File: config.mk
export PLATFORM = sky130hd
export DESIGN_NAME = tx_router_param
export DESIGN_NICKNAME = d
export VERILOG_FILES = /design/src/rtl/tx_router_param.sv
export SDC_FILE = /design/constraint.sdc
export NUM_CORES = 1
export LEC_CHECK = 0
export ABC_AREA = 1
export CAP_MARGIN = 15
export CORE_MARGIN = 2
export CORE_UTILIZATION = 54
export CTS_BUF_LIST = sky130_fd_sc_hd__clkbuf_4 sky130_fd_sc_hd__clkbuf_8
export DETAILED_ROUTE_END_ITERATION = 16
export GPL_TIMING_DRIVEN = 0
export PLACE_DENSITY = 0.78
export SLEW_MARGIN = 0
export SYNTH_ARGS = -nofsm -noshare
export SYNTH_HDL_FRONTEND = slang
export SYNTH_SLANG_ARGS = --single-unit
export TNS_END_PERCENT = 5
File: constraint.sdc
create_clock -name clk -period 2.55 [get_ports clk]
set_clock_uncertainty 0.2 [all_clocks]
set_input_delay 0.255 -clock clk [delete_from_list [all_inputs] [get_ports clk]]
set_output_delay 0.255 -clock clk [all_outputs]
set_load 0.02 [all_outputs]
File: src/rtl/tx_router_param.sv
// tx_router_param: input FIFO routed by the word's top select bits into
// per-destination FIFOs, with programmable thresholds and a control FSM.
module tx_router_param #(
    parameter int DATA_WIDTH = 6,
    parameter int ADDR_WIDTH = 2,
    parameter int SEL_WIDTH  = 1,
    localparam int NUM_DEST  = 2**SEL_WIDTH,
    localparam int CW        = ADDR_WIDTH + 1
) (
    input  logic                           clk,
    input  logic                           reset,
    input  logic                           init,
    input  logic                           wr_enable,
    input  logic [DATA_WIDTH-1:0]          data_in,
    input  logic [CW-1:0]                  umbral_alto,
    input  logic [CW-1:0]                  umbral_bajo,
    input  logic [NUM_DEST-1:0]            pop,
    output logic [NUM_DEST*DATA_WIDTH-1:0] data_out,
    output logic [NUM_DEST-1:0]            valid_out,
    output logic [NUM_DEST-1:0]            empty,
    output logic [NUM_DEST-1:0]            almost_full,
    output logic [NUM_DEST-1:0]            almost_empty,
    output logic                           pause_out,
    output logic                           error_out,
    output logic                           active_out,
    output logic                           idle_out
);

    localparam int DEPTH = 2**ADDR_WIDTH;
    localparam logic [CW-1:0] FULL = CW'(DEPTH);

    localparam logic [2:0] S_RESET  = 3'd0;
    localparam logic [2:0] S_INIT   = 3'd1;
    localparam logic [2:0] S_IDLE   = 3'd2;
    localparam logic [2:0] S_ACTIVE = 3'd3;
    localparam logic [2:0] S_ERROR  = 3'd4;

    logic [2:0] state_q, state_d;
    logic       err_q, act_q, idle_q;
    logic [CW-1:0] alto_q, bajo_q;

    logic [DATA_WIDTH-1:0] in_mem_q [DEPTH];
    logic [ADDR_WIDTH-1:0] in_wp_q, in_rp_q;
    logic [CW-1:0]         in_cnt_q;

    logic [DATA_WIDTH-1:0] d_mem_q [NUM_DEST][DEPTH];
    logic [ADDR_WIDTH-1:0] d_wp_q  [NUM_DEST];
    logic [ADDR_WIDTH-1:0] d_rp_q  [NUM_DEST];
    logic [CW-1:0]         d_cnt_q [NUM_DEST];

    logic [NUM_DEST*DATA_WIDTH-1:0] dout_q;
    logic [NUM_DEST-1:0]            valid_q;

    logic                 wr_st, wr_acc, ovf, xfer, all_zero;
    logic [SEL_WIDTH-1:0] hsel;
    logic [NUM_DEST-1:0]  push, rd;

    // Fullness is judged on the pre-edge count, before any transfer-pop.
    assign wr_st  = (state_q == S_IDLE) || (state_q == S_ACTIVE);
    assign wr_acc = wr_st && wr_enable && (in_cnt_q != FULL);
    assign ovf    = wr_st && wr_enable && (in_cnt_q == FULL);

    assign hsel = in_mem_q[in_rp_q][DATA_WIDTH-1 -: SEL_WIDTH];
    assign xfer = (in_cnt_q != '0) && !almost_full[hsel]
                  && (d_cnt_q[hsel] != FULL);

    always_comb begin
        empty        = '0;
        almost_full  = '0;
        almost_empty = '0;
        rd           = '0;
        all_zero     = (in_cnt_q == '0);
        for (int d = 0; d < NUM_DEST; d++) begin
            empty[d]        = (d_cnt_q[d] == '0);
            almost_full[d]  = (d_cnt_q[d] >= alto_q);
            almost_empty[d] = (d_cnt_q[d] <= bajo_q);
            rd[d]           = pop[d] && (d_cnt_q[d] != '0);
            all_zero        = all_zero && (d_cnt_q[d] == '0);
        end
    end

    always_comb begin
        push = '0;
        for (int d = 0; d < NUM_DEST; d++) begin
            push[d] = xfer && (hsel == SEL_WIDTH'(d));
        end
    end

    always_comb begin
        state_d = state_q;
        case (state_q)
            S_RESET:  if (init) state_d = S_INIT;
            S_INIT:   if (!init) state_d = S_IDLE;
            S_IDLE: begin
                if (init)        state_d = S_INIT;
                else if (ovf)    state_d = S_ERROR;
                else if (wr_acc) state_d = S_ACTIVE;
            end
            S_ACTIVE: begin
                if (ovf)                       state_d = S_ERROR;
                else if (all_zero && !wr_acc)  state_d = S_IDLE;
            end
            S_ERROR:  state_d = S_ERROR;
            default:  state_d = S_RESET;
        endcase
    end

    always_ff @(posedge clk) begin
        if (reset) begin
            state_q  <= S_RESET;
            err_q    <= 1'b0;
            act_q    <= 1'b0;
            idle_q   <= 1'b0;
            alto_q   <= FULL;
            bajo_q   <= '0;
            in_wp_q  <= '0;
            in_rp_q  <= '0;
            in_cnt_q <= '0;
            dout_q   <= '0;
            valid_q  <= '0;
            for (int d = 0; d < NUM_DEST; d++) begin
                d_wp_q[d]  <= '0;
                d_rp_q[d]  <= '0;
                d_cnt_q[d] <= '0;
            end
        end else begin
            state_q <= state_d;
            err_q   <= (state_d == S_ERROR);
            act_q   <= (state_d == S_ACTIVE);
            idle_q  <= (state_d == S_IDLE);
            if (state_q == S_INIT) begin
                alto_q <= umbral_alto;
                bajo_q <= umbral_bajo;
            end
            if (wr_acc) in_wp_q <= in_wp_q + ADDR_WIDTH'(1);
            if (xfer)   in_rp_q <= in_rp_q + ADDR_WIDTH'(1);
            in_cnt_q <= in_cnt_q + CW'(wr_acc) - CW'(xfer);
            valid_q  <= rd;
            for (int d = 0; d < NUM_DEST; d++) begin
                if (push[d]) d_wp_q[d] <= d_wp_q[d] + ADDR_WIDTH'(1);
                if (rd[d]) begin
                    d_rp_q[d] <= d_rp_q[d] + ADDR_WIDTH'(1);
                    dout_q[d*DATA_WIDTH +: DATA_WIDTH] <= d_mem_q[d][d_rp_q[d]];
                end
                d_cnt_q[d] <= d_cnt_q[d] + CW'(push[d]) - CW'(rd[d]);
            end
        end
    end

    always_ff @(posedge clk) begin
        if (wr_acc) in_mem_q[in_wp_q] <= data_in;
        for (int d = 0; d < NUM_DEST; d++) begin
            if (push[d]) d_mem_q[d][d_wp_q[d]] <= in_mem_q[in_rp_q];
        end
    end

    assign data_out   = dout_q;
    assign valid_out  = valid_q;
    assign pause_out  = (in_cnt_q >= alto_q);
    assign error_out  = err_q;
    assign active_out = act_q;
    assign idle_out   = idle_q;

endmodule

# Yosys cells after proc, flatten, opt, wreduce, memory -nomap -nowiden
# Memory sizes are Yosys's and may differ from the RTL's. A register that Yosys moved wholly into a read port is not among the register bits.
# Cells that the tools add are included.
word_totals:
  n_memories: 5
  regBits: 33
  rom_bits: 0
  latch_bits: 0
  ramBits: 86
  wordCells: 137
mem_list:
  columns: ["memory", "words", "width", "read_ports", "rd_ports_with_merged_regs", "write_ports", "line_no", "rtl"]
  rows:
  - ["d_mem_q", 2, 24, 2, 0, 1, "46", "logic [DATA_WIDTH-1:0] d_mem_q [NUM_DEST][DEPTH];"]
  - ["in_mem_q", 4, 6, 1, 1, 1, "42", "logic [DATA_WIDTH-1:0] in_mem_q [DEPTH];"]
  - ["d_cnt_q", 2, 3, 3, 0, 2, "49", "logic [CW-1:0] d_cnt_q [NUM_DEST];"]
  - ["d_rp_q", 2, 2, 2, 0, 2, "48", "logic [ADDR_WIDTH-1:0] d_rp_q [NUM_DEST];"]
  - ["d_wp_q", 2, 2, 2, 0, 2, "47", "logic [ADDR_WIDTH-1:0] d_wp_q [NUM_DEST];"]
classes:
  n_eq_ne: 10
  div: 0
  mul: 0
  bitwise_logic: 11
  n_lt_le_gt_ge: 12
  n_mux: 50
  reduce_logical: 25
  shift: 0
  add_sub_neg: 12
op_table:
  columns: ["operator", "count"]
  rows:
  - ["24-bit two-way mux", 4]
  - ["6-bit two-way mux", 6]
  - ["3-bit two-way mux", 9]
  - ["6-bit binary-select mux with 2-bit select", 2]
  - ["6-bit demux with 2-bit select", 2]
  - ["24-bit OR reduction", 1]
  - ["1-bit two-way mux", 20]
  - ["3-bit case mux with 5 select lines", 1]
  - ["1-bit logical AND", 14]
  - ["2-bit by 1-bit adder with 2-bit output (second input constant)", 6]
  - ["3-bit by 2-bit equality test with 1-bit output (second input constant)", 4]
  - ["3-bit greater-or-equal comparator (second input constant)", 4]
  - ["3-bit zero test", 4]
  - ["2-bit two-way mux", 6]
  - ["2-bit inverter with 3-bit output", 4]
  - ["3-bit by 1-bit adder with 3-bit output", 3]
  - ["3-bit equality test (second input constant)", 3]
  - ["3-bit greater-or-equal comparator", 3]
  - ["3-bit nonzero test", 3]
  - ["3-bit by 1-bit subtractor with 3-bit output", 3]
  - ["3-bit <= comparator", 2]
  - ["3-bit by 1-bit less-than comparator with 1-bit output (second input constant)", 2]
  - ["3-bit != test (second input constant)", 2]
  - ["1-bit bitwise OR", 6]
  - ["other kinds (5)", 6]

# Depth between registers and ports, before layout
# Gate-level depths: netlist of run 1.
depth:
  word_depth: 11
  mapped_depth: 16

# Least setup slack after synthesis of run 1
# Ideal clock, no wire load.
synth_timing:
  path_type: "register to register"
  from: "reg alto_q[2]"
  to: "mem d_cnt_q[0][2] (netlist bit)"
  stages_incl_launch_ff: 16
  setup_time_ns: 0.127
  required_ns: 2.223
  arrival_ns: 2.443
  slack_ns: -0.221
  cell_sequence: "dfxtp_1 -> inv_1 -> ha_1 -> a21oi_1 -> nand3_1 -> nand2_2 -> nand3b_4 -> nor2_8 -> nand2_4 -> inv_1 -> ha_1 -> inv_1 -> fa_1 -> xor2_1 -> o21ai_0 -> a21oi_1"
synth_rtl:
  columns: ["item", "line_no", "rtl"]
  rows:
  - ["from (decl)", "40", "logic [CW-1:0] alto_q, bajo_q;"]
  - ["from (signal assigned)", "132", "alto_q <= umbral_alto;"]
  - ["to (decl)", "49", null]

# Worst setup path in the final report of run 1
layout_timing:
  from: "reg alto_q[2]"
  to: "reg in_cnt_q[1]"
layout_via:
  elab_chain_len: 7
  word_cells_on_any_way: 8
  classes_between: "add/sub: 1; order compare: 2; mux: 2; reduce/logical: 3"
layout_rtl:
  columns: ["item", "line_no", "rtl"]
  rows:
  - ["3-bit greater-or-equal comparator", "75", "almost_full[d] = (d_cnt_q[d] >= alto_q);"]
  - ["1-bit two-way mux (implied by the code) * (2 in series)", "64", "assign xfer = (in_cnt_q != '0) && !almost_full[hsel]"]
  - ["1-bit zero test *", "64", null]
  - ["1-bit logical AND *", "64", null]
  - ["1-bit logical AND *", "65", "&& (d_cnt_q[hsel] != FULL);"]
  - ["3-bit by 1-bit subtractor with 3-bit output *", "137", "in_cnt_q <= in_cnt_q + CW'(wr_acc) - CW'(xfer);"]
  - ["to (signal assigned)", "137", null]
  - ["to (decl)", "44", "logic [CW-1:0] in_cnt_q;"]
# Mark *: on every way between the ends. The rest lies on a longest branch, timed or not. The select of a mux whose other input is x is not followed.
# A chain may end at the register's enable or synchronous reset.

==> impl_metrics.tcl, run 1 <==
set metrics [dict create \
    dp_hpwl_mm 7.764 \
    ys_async_sr_fraction 0 \
    grt_pass1_wl_mm 17.51 \
    finalHoldWorstSlack_ns 0.2299 \
    synth.distinct_cells 30 \
    cts_max_path_buffers 2 \
    multi_input_area_um2 1959 \
    finalWirelength_mm 10.99 \
    status "finished with violations" \
    maxSlewHeadroom 0.5509 \
    required_ns 2.64 \
    critical_path_buf_inv_count 3 \
    htree_levels 4 \
    nets 637 \
    die_x_um 103.4 \
    grt_max_degree 17 \
    synth.top_cell.area_share 0.4507 \
    cpPeakStageDelay_ns 0.52 \
    reg2reg_to "in_cnt_q[1]" \
    final-hold-violation-count 0 \
    rsz0062_at_grt "yes" \
    ys_seq_area_frac 0.6047 \
    num_io_pins 42 \
    place_ws_ns -0.1869 \
    layout-drive-gt1-share 0.1829 \
    placed_area_um2 5971 \
    hold_depth 3 \
    yosys.area.top_type "edfxtp_1" \
    initial_core_util 0.5504 \
    p_leak_nw 2.615 \
    yosysWarnings 0 \
    slew_viol_final 0 \
    cpMostUsedCell "ha_4" \
    die_area_um2 10680 \
    reg2reg_depth 13 \
    ys_ff_latch 121 \
    min_period_over_period 1.043 \
    fin_ws_ns -0.1091 \
    port_buffers 41 \
    num_vias 3810 \
    min_path_type "input pin to flip-flop" \
    syn_area_um2 5330 \
    cts-root-buf "clkbuf_8" \
    synthTopCellsByArea "edfxtp_1 (45%), dfxtp_1 (15%), ha_1 (7.7%)" \
    stdcell_area_um2 6606 \
    cts_tree "built" \
    reg2reg_from "alto_q[2]" \
    die_height_um 103.4 \
    cts_buffers 17 \
    first_pass_iters 4 \
    track_usage 0.2180 \
    cts_sinks 121 \
    critPathKind "flip-flop to flip-flop" \
    synthTopCellsByCount "edfxtp_1 (80), nor2_1 (70), inv_1 (61)" \
    rows 36 \
    crit_slowest_cell "fa_2" \
    routabilityCongestion 0.8513 \
    yosysMostFrequentCell "edfxtp_1" \
    rrSetupSlack_ns -0.11 \
    setup_viol 5 \
    end_kind "flip-flop" \
    crit_family "adder cells" \
    path_cells "inv_4 -> ha_4 -> a21oi_2 -> nand3_2 -> nand2_2 -> nand3b_4 -> nor2_8 -> ha_4 -> inv_4 -> ha_4 -> inv_2 -> fa_2 -> nor2_1" \
    fin_crit_ns 2.659 \
    max_freq_mhz 376.1 \
    grt_pass1_vias 3846 \
    grt_overflow 0 \
    finalSetupTns_ns -0.3692 \
    crit_fanout 4 \
    fillers 710 \
    min_to "alto_q[0]" \
    min_from "umbral_alto[0]" \
    ir_worst_vdd_mv 0.5209 \
    drc 0 \
    drt_iter0_markers 146 \
    worstSetupStartpointType "flip-flop" \
    drtAntennaViolNets 0 \
    tightest_slew_ns 0.6737 \
    synth_edf_count 80 \
    ff_latch_area_um2 3244 \
    wl_per_cell_um 15.08 \
    antenna_found_initial 0 \
    clk_pin_slew_ns 0.07 \
    avgSynthCellArea_um2 10.45 \
    core-area_um2 9684 \
    n_antenna_cell 0 \
    worstPathArrival_ns 2.75 \
    maxCapViolCount 0 \
    ys.flop_type "edfxtp_1" \
    syn_inst 510 \
    synth_nets 564 \
    syn2layout_area_growth_pct 23.94 \
    via_per_inst 5.226 \
    power.density_nw_per_um2 1121 \
    violations "setup timing" \
    clock_latency_ns 0.43 \
]
flip-flops by register name, summed over array words and instances (netlist names), 3 cells and up, named ones only:
| name | cells |
|---|---|
| in_cnt_q | 3 |
| data_out | 12 |
| d_mem_q | 48 |
| bajo_q | 3 |
| alto_q | 3 |
| state_q | 3 |
| d_rp_q | 4 |
| d_wp_q | 4 |
| in_mem_q | 24 |
| d_cnt_q | 6 |
worst min-delay path, stage by stage:
cell	delay [ns]
clkdlybuf4s50_1	0.39
nor2_1	0.11
nor2_1	0.06
stage by stage:
step	instances	power (mW)	utilization
2_1_floorplan	510	4.456	-
3_3_place_gp	684	5.118	0.6165
3_5_place_dp	684	5.257	0.6165
4_1_cts	720	7.092	0.6659
5_1_grt	729	7.854	0.6822
6_report	729	7.405	0.6822
cell families after synthesis:
group                    Yosys count  synth area share
AND/OR/NAND/NOR                  185            0.1585
adder cells (fa/ha/maj)           36           0.08873
flip-flops                       121            0.6047
XOR/XNOR                           3          0.004930
buffers and inverters             76           0.05423
AO/OA/AOI/OAI                     89           0.08897
where the power goes:
part | total (mW) | switching, mW | internal [mW]
Sequential | 2.84 | 0.243 | 2.59
Combinational | 2.78 | 1.64 | 1.14
Clock | 1.79 | 0.789 | 1.00
Total | 7.40 | 2.68 | 4.73
timing repair:
action | in CTS | in global routing
buffers inserted | 4 | 9
cloned | 0 | 0
pin swaps | 2 | 17
hold buffers | 0 | 0
endpoints found under the setup margin | 6 | 8
gates resized for setup | 10 | 28
cells in the final DEF, fill, tap and decap left out, types with 3 or more instances in the layout:
master	n
fa_2	3
inv_6	3
clkbuf_8	17
clkinv_1	3
nand3_1	26
clkbuf_1	10
ha_4	6
o21ai_0	48
nand2_2	5
buf_4	13
clkdlybuf4s50_1	38
nor2_1	70
nand2_1	59
o22ai_1	17
ha_1	26
bufinv_16	3
dfxtp_4	3
clkinv_4	5
dfxtp_1	30
nor2_2	9
a21oi_1	16
inv_1	51
edfxtp_1	80
inv_2	10
nand3_2	3
a21oi_2	3
dfxtp_2	8
cell type report:
cell class,instances,share of cell area
Buffer,11,0.006818
Multi-Input combinational cell,313,0.2966
Tap cell,133,0.02519
Clock buffer,19,0.03769
Timing Repair Buffer,54,0.07936
Inverter,65,0.03769
Clock inverter,13,0.02557
Sequential cell,121,0.4911
metal layers:
| layer | share of wire | routed length, um | global-route usage |
|---|---|---|---|
| met5 | 0 | 0 | 0 |
| met4 | 0.020 | 223 | 0.1093 |
| met3 | 0.036 | 398 | 0.05108 |
| met2 | 0.52 | 5744 | 0.3737 |
| met1 | 0.42 | 4623 | 0.2571 |
worst max-delay path by stage:
stage / slack (ns) / cells after the start / from / end
6_report: -0.11 / 13 / alto_q[2] / in_cnt_q[1]
5_1_grt: -0.19 / 14 / alto_q[2] / d_cnt_q[1][1]
4_1_cts: -0.09 / 15 / alto_q[2] / d_cnt_q[0][2]
3_5_place_dp: -0.19 / 15 / alto_q[1] / d_cnt_q[0][2]
3_3_place_gp: -0.08 / 15 / alto_q[1] / d_cnt_q[0][2]
2_1_floorplan: -0.03 / 15 / alto_q[2] / in_cnt_q[2]
Note: power is estimated with default switching activity, not from simulation.
==> run 2: changes to the inputs <==
Settings changed: CAP_MARGIN 15 to 0, CORE_UTILIZATION 54 to 53, PLACE_DENSITY 0.78 to 0.76.
==> run 2 against run 1 <==
Compared with the run above: the run still ends with setup timing left; sequential share of layout area is 0.064 points lower; die area increased by 1.8%; flip-flop and latch count is the same; clock power is 6% higher; routed wire length down 4.9%; hold slack worse by 0.026 ns; cell area is 0.21% higher; power is 0.83% lower; critical path depth did not move; cell count decreased by 0.41%; non-clock buffer count decreased by 3; utilization shrank 0.49 points; critical endpoint unchanged.
==> impl_metrics.tcl, run 2 (synthesis gave the netlist of run 1 again) <==
set metrics [dict create \
    rows 36 \
    num_vias 3744 \
    netSwitchingFraction 0.3575 \
    end_kind "flip-flop" \
    fillers 754 \
    hold_buffers 0 \
    worstPathArrival_ns 2.78 \
    rrSetupSlack_ns -0.13 \
    grt_overflow 0 \
    grt_max_degree 17 \
    cts_sinks 121 \
    routabilityCongestion 0.8101 \
    clock_latency_ns 0.44 \
    cts_max_path_buffers 2 \
    power.density_nw_per_um2 1109 \
    largest_reg_flops 48 \
    grt_pass1_vias 3665 \
    p_leak_nw 2.625 \
    first_pass_iters 4 \
    port_buffers 41 \
    ff_latch_area_um2 3247 \
    maxSlewHeadroom 0.4613 \
    min_period_over_period 1.052 \
    p_sw_mw 2.625 \
    initial_core_util 0.5453 \
    layout-drive-gt1-share 0.1754 \
    via_per_inst 5.157 \
    die_x_um 104.3 \
    hold_depth 3 \
    setup_viol 4 \
    drc 0 \
    htree_levels 4 \
    status "finished with violations" \
    syn2layout_area_growth_pct 24.20 \
    crit_fanout 5 \
    fin_crit_ns 2.682 \
    clk_pin_slew_ns 0.08 \
    num_io_pins 42 \
    slew_viol_final 0 \
    violations "setup timing" \
    wl_met1_mm 4.503 \
    tightest_slew_ns 0.8080 \
    final-hold-violation-count 0 \
    final_common_cell "edfxtp_1" \
    layout_common_cells "edfxtp_1 (80), nor2_1 (70), nand2_1 (59)" \
    multi_input_area_um2 1978 \
    die_height_um 104.3 \
    place_ws_ns -0.1606 \
    wl_per_cell_um 14.39 \
    nets 634 \
    die_area_um2 10880 \
    core-area_um2 9774 \
    critPathKind "flip-flop to flip-flop" \
    finalHoldWorstSlack_ns 0.2040 \
    power_frac_clock 0.259 \
    top_layer "met4" \
    pwr-share-comb 0.355 \
    cts_tree "built" \
    reg2reg_to "in_cnt_q[1]" \
    max_freq_mhz 372.9 \
    pwr-share-seq 0.386 \
    dr_wl_met3_um 455 \
    worstSetupStartpointType "flip-flop" \
    antenna_found_initial 0 \
    maxCapViolCount 0 \
    min_to "alto_q[0]" \
    n_antenna_cell 0 \
    required_ns 2.65 \
    fin_ws_ns -0.1319 \
    min_from "umbral_alto[0]" \
    power.internal_mw 4.718 \
    rsz0062_at_grt "yes" \
    reg2reg_from "alto_q[2]" \
    drtAntennaViolNets 0 \
    cts-root-buf "clkbuf_8" \
    dr_wl_met2_mm 5.331 \
    track_usage 0.2015 \
    min_path_type "input pin to flip-flop" \
    dp_hpwl_mm 7.443 \
    cts_buffers 17 \
    ir_worst_vdd_mv 0.5315 \
    reg2reg_depth 13 \
    drt_iter0_markers 155 \
    finalWirelength_mm 10.45 \
    grt_pass1_wl_mm 17.22 \
]
==> run 2: cell types whose count changed in the layout (fill, tap and decap cells not counted), sizes merged <==
cell      delta
buf          -3
bufinv       +1
clkbuf       -2
clkinv       -3
clkinvlp     +1
inv          +3
==> run 2: power by group through the flow <==
stage / clock network, mW / registers [mW] / logic [mW]
2_1_floorplan: 0 / 2.87 / 1.59
3_3_place_gp: 0 / 2.84 / 2.29
3_5_place_dp: 0 / 2.86 / 2.38
4_1_cts: 1.93 / 2.83 / 2.49
5_1_grt: 2.01 / 2.88 / 2.90
6_report: 1.90 / 2.84 / 2.61
==> run 2: worst max-delay path: stages, from the launching register on <==
cell      delay, ns
dfxtp_2        0.33
inv_4          0.08
ha_4           0.22
a21oi_4        0.17
nand3_4        0.13
nand2_4        0.10
nand3b_4       0.10
nor2_8         0.21
ha_4           0.23
inv_2          0.06
ha_4           0.12
inv_2          0.03
fa_2           0.52
nor2_1         0.04
==> run 2: worst max path at each step <==
stage,start,end,depth (start not counted)
2_1_floorplan,alto_q[2],in_cnt_q[2],15
3_3_place_gp,alto_q[1],d_cnt_q[0][2],15
3_5_place_dp,alto_q[1],in_cnt_q[2],15
4_1_cts,alto_q[2],in_cnt_q[1],13
5_1_grt,d_cnt_q[1][0],in_cnt_q[1],13
6_report,alto_q[2],in_cnt_q[1],13
==> run 2: what timing repair did <==
action,CTS,global route
resized for setup,21,17
setup endpoints to repair,6,8
gates cloned,0,0
pin swaps,10,7
setup buffers,6,4
==> run 2: per-stage QoR <==
step                      cells  TNS (ns)  total power, mW  cell area (um2)  utilization
after floorplan             510  -0.05142            4.456             5394            -
after global placement      684   -0.3733            5.129             5971       0.6109
final                       726   -0.3768            7.343             6620       0.6773
after CTS                   722   -0.1561            7.245             6515       0.6665
after global routing        726   -0.9169            7.790             6620       0.6773
after detailed placement    684   -0.5898            5.245             5971       0.6109
==> run 2: cell type report <==
cell class	instances	share of cell area
buffer	11	0.006804
clock buffer	17	0.03534
clock inverter	15	0.03194
inverter	65	0.03761
multi-input combinational	313	0.2988
sequential	121	0.4905
tap	133	0.02514
timing repair buffer	51	0.07390
==> run 2: routing by layer <==
metal,global-route usage,vias to the layer above
li1,-,1872
met1,0.2520,1777
met2,0.3380,80
met3,0.04887,15
met4,0.07819,0
met5,0,-
==> run 3: changes to the inputs <==
Settings changed: CTS_CLUSTER_DIAMETER set to 80, PLACE_DENSITY 0.76 to unset, PLACE_DENSITY_LB_ADDON set to 0.12.
==> run 3 against run 2 <==
Compared with the run above: the run still ends with setup timing left; hold slack gained 0.014 ns; first-iteration DRC count shrank 5.8%; cell area shrank 0.45%; maximum frequency grew 2.3%; worst setup slack gained 0.060 ns; clock power shrank 6%; power shrank 1.1%; via count shrank 0.80%; global-route usage is essentially flat; cell count shrank 0.28%; critical path depth is the same; routed wire length grew 0.83%.
==> impl_metrics.tcl, run 3 (synthesis gave the netlist of run 1 again) <==
set metrics [dict create \
    cts_sinks 121 \
    ir_worst_vdd_mv 0.6385 \
    min_from "umbral_bajo[0]" \
    rows 36 \
    netSwitchingFraction 0.3528 \
    hold_buffers 0 \
    grt_pass1_wl_mm 16.81 \
    reg2reg_depth 13 \
    ff_latch_area_um2 3246 \
    antenna_found_initial 0 \
    routabilityCongestion 0.7933 \
    p_leak_nw 2.600 \
    crit_slowest_cell "fa_2" \
    max_freq_mhz 381.4 \
    rsz0062_at_grt "yes" \
    pwr-share-comb 0.364 \
    cts_max_path_buffers 2 \
    layout-drive-gt1-share 0.1760 \
    power.density_nw_per_um2 1102 \
    final_common_cell "edfxtp_1" \
    min_to "bajo_q[0]" \
    num_io_pins 42 \
    placed_area_um2 5971 \
    largest_reg_flops 48 \
    hold_depth 3 \
    layout_common_cells "edfxtp_1 (80), nor2_1 (69), nand2_1 (59)" \
    worstPathArrival_ns 2.71 \
    n_antenna_cell 0 \
    min_path_type "input pin to flip-flop" \
    maxCapViolCount 0 \
    power_frac_clock 0.246 \
    cts-root-buf "clkbuf_8" \
    drt_iter0_markers 146 \
    finalSetupTns_ns -0.1519 \
    cpMostUsedCell "ha_4" \
    dp_hpwl_mm 7.282 \
    maxSlewHeadroom 0.5099 \
    reg2reg_to "in_cnt_q[1]" \
    clock_latency_ns 0.43 \
    cts_tree "built" \
    port_buffers 41 \
    multi_input_area_um2 1994 \
    crit_fanout 5 \
    setup_viol 3 \
    stdcell_area_um2 6590 \
    violations "setup timing" \
    fin_crit_ns 2.622 \
    end_kind "flip-flop" \
    required_ns 2.64 \
    cpPeakStageDelay_ns 0.51 \
    fin_ws_ns -0.07173 \
    track_usage 0.2015 \
    fillers 764 \
    status "finished with violations" \
    grt_max_degree 17 \
    drtAntennaViolNets 0 \
    slew_viol_final 0 \
    tightest_slew_ns 0.7352 \
    worstSetupStartpointType "flip-flop" \
    p_total_mw 7.260 \
    power.internal_mw 4.698 \
    clk_pin_slew_ns 0.07 \
    core-area_um2 9774 \
    num_vias 3714 \
    wl_per_cell_um 14.55 \
    finalWirelength_mm 10.54 \
    drc 0 \
    via_per_inst 5.130 \
    critPathKind "flip-flop to flip-flop" \
    path_cells "inv_4 -> ha_4 -> a21oi_4 -> nand3_2 -> nand2_2 -> nand3b_4 -> nor2_8 -> ha_4 -> inv_1 -> ha_1 -> inv_2 -> fa_2 -> nor2_1" \
    reg2reg_from "alto_q[2]" \
    min_period_over_period 1.028 \
    initial_core_util 0.5453 \
    cts_buffers 17 \
    nets 632 \
    htree_levels 4 \
    syn2layout_area_growth_pct 23.64 \
    rrSetupSlack_ns -0.07 \
    die_x_um 104.3 \
    final-hold-violation-count 0 \
    pwr-share-seq 0.390 \
    die_height_um 104.3 \
    p_sw_mw 2.561 \
    first_pass_iters 4 \
    grt_overflow 0 \
    die_area_um2 10880 \
    grt_pass1_vias 3584 \
]
==> run 3: per-layer routing <==
layer | up-vias | GRT usage | share of wire | wire length (um)
met3 | 13 | 0.05702 | 0.047 | 493
met1 | 1743 | 0.2387 | 0.43 | 4479
met4 | 0 | 0.07336 | 0.013 | 135
met2 | 90 | 0.3492 | 0.52 | 5428
li1 | 1868 | - | - | -
met5 | - | 0 | 0 | 0
==> run 3: cell type report <==
class,count,share of cell area
Sequential cell,121,0.4925
Multi-Input combinational cell,313,0.3026
Timing Repair Buffer,49,0.07196
Buffer,11,0.006835
Inverter,65,0.03778
Clock buffer,23,0.04424
Tap cell,133,0.02525
Clock inverter,9,0.01880
==> run 3: how the worst max path moves through the flow <==
stage	start	to	slack, ns	cells past startpoint
6_report	alto_q[2]	in_cnt_q[1]	-0.07	13
4_1_cts	alto_q[2]	in_cnt_q[1]	-0.06	13
3_3_place_gp	flip-flop	d_cnt_q[0][2]	-0.12	14
3_5_place_dp	flip-flop	in_cnt_q[2]	-0.16	14
5_1_grt	alto_q[2]	d_cnt_q[0][2]	-0.21	15
2_1_floorplan	alto_q[2]	in_cnt_q[2]	-0.03	15
==> run 3: worst max-delay path: cells and delay by family (launching register included) <==
family | cells | cell delay (ns)
flops | 1 | 0.34
buf+inv | 3 | 0.14
compound gates | 1 | 0.13
simple gates | 5 | 0.54
fa+ha+maj | 4 | 1.13
==> run 3: through the flow <==
stage,cells,util,hold WS (ns),worst slack (ns)
4_1_cts,721,0.6612,0.1986,-0.05953
5_1_grt,724,0.6742,0.2116,-0.2080
3_3_place_gp,684,0.6109,0.2577,-0.1180
6_report,724,0.6742,0.2175,-0.07173
2_1_floorplan,510,-,0.1405,-0.02605
3_5_place_dp,684,0.6109,0.2622,-0.1606
==> run 3: what timing repair did <==
item / in CTS / in global routing
pin swaps: 9 / 11
endpoints found under the setup margin: 6 / 9
setup buffers: 5 / 3
gates resized for setup: 11 / 29
endpoints found under the hold margin: 0 / 0
==> run 3: power groups by stage <==
stage,clock network [mW],registers (mW),logic (mW)
3_5_place_dp,0,2.86,2.40
5_1_grt,1.90,2.88,2.95
4_1_cts,1.80,2.83,2.50
6_report,1.78,2.83,2.64
2_1_floorplan,0,2.87,1.59
3_3_place_gp,0,2.84,2.31
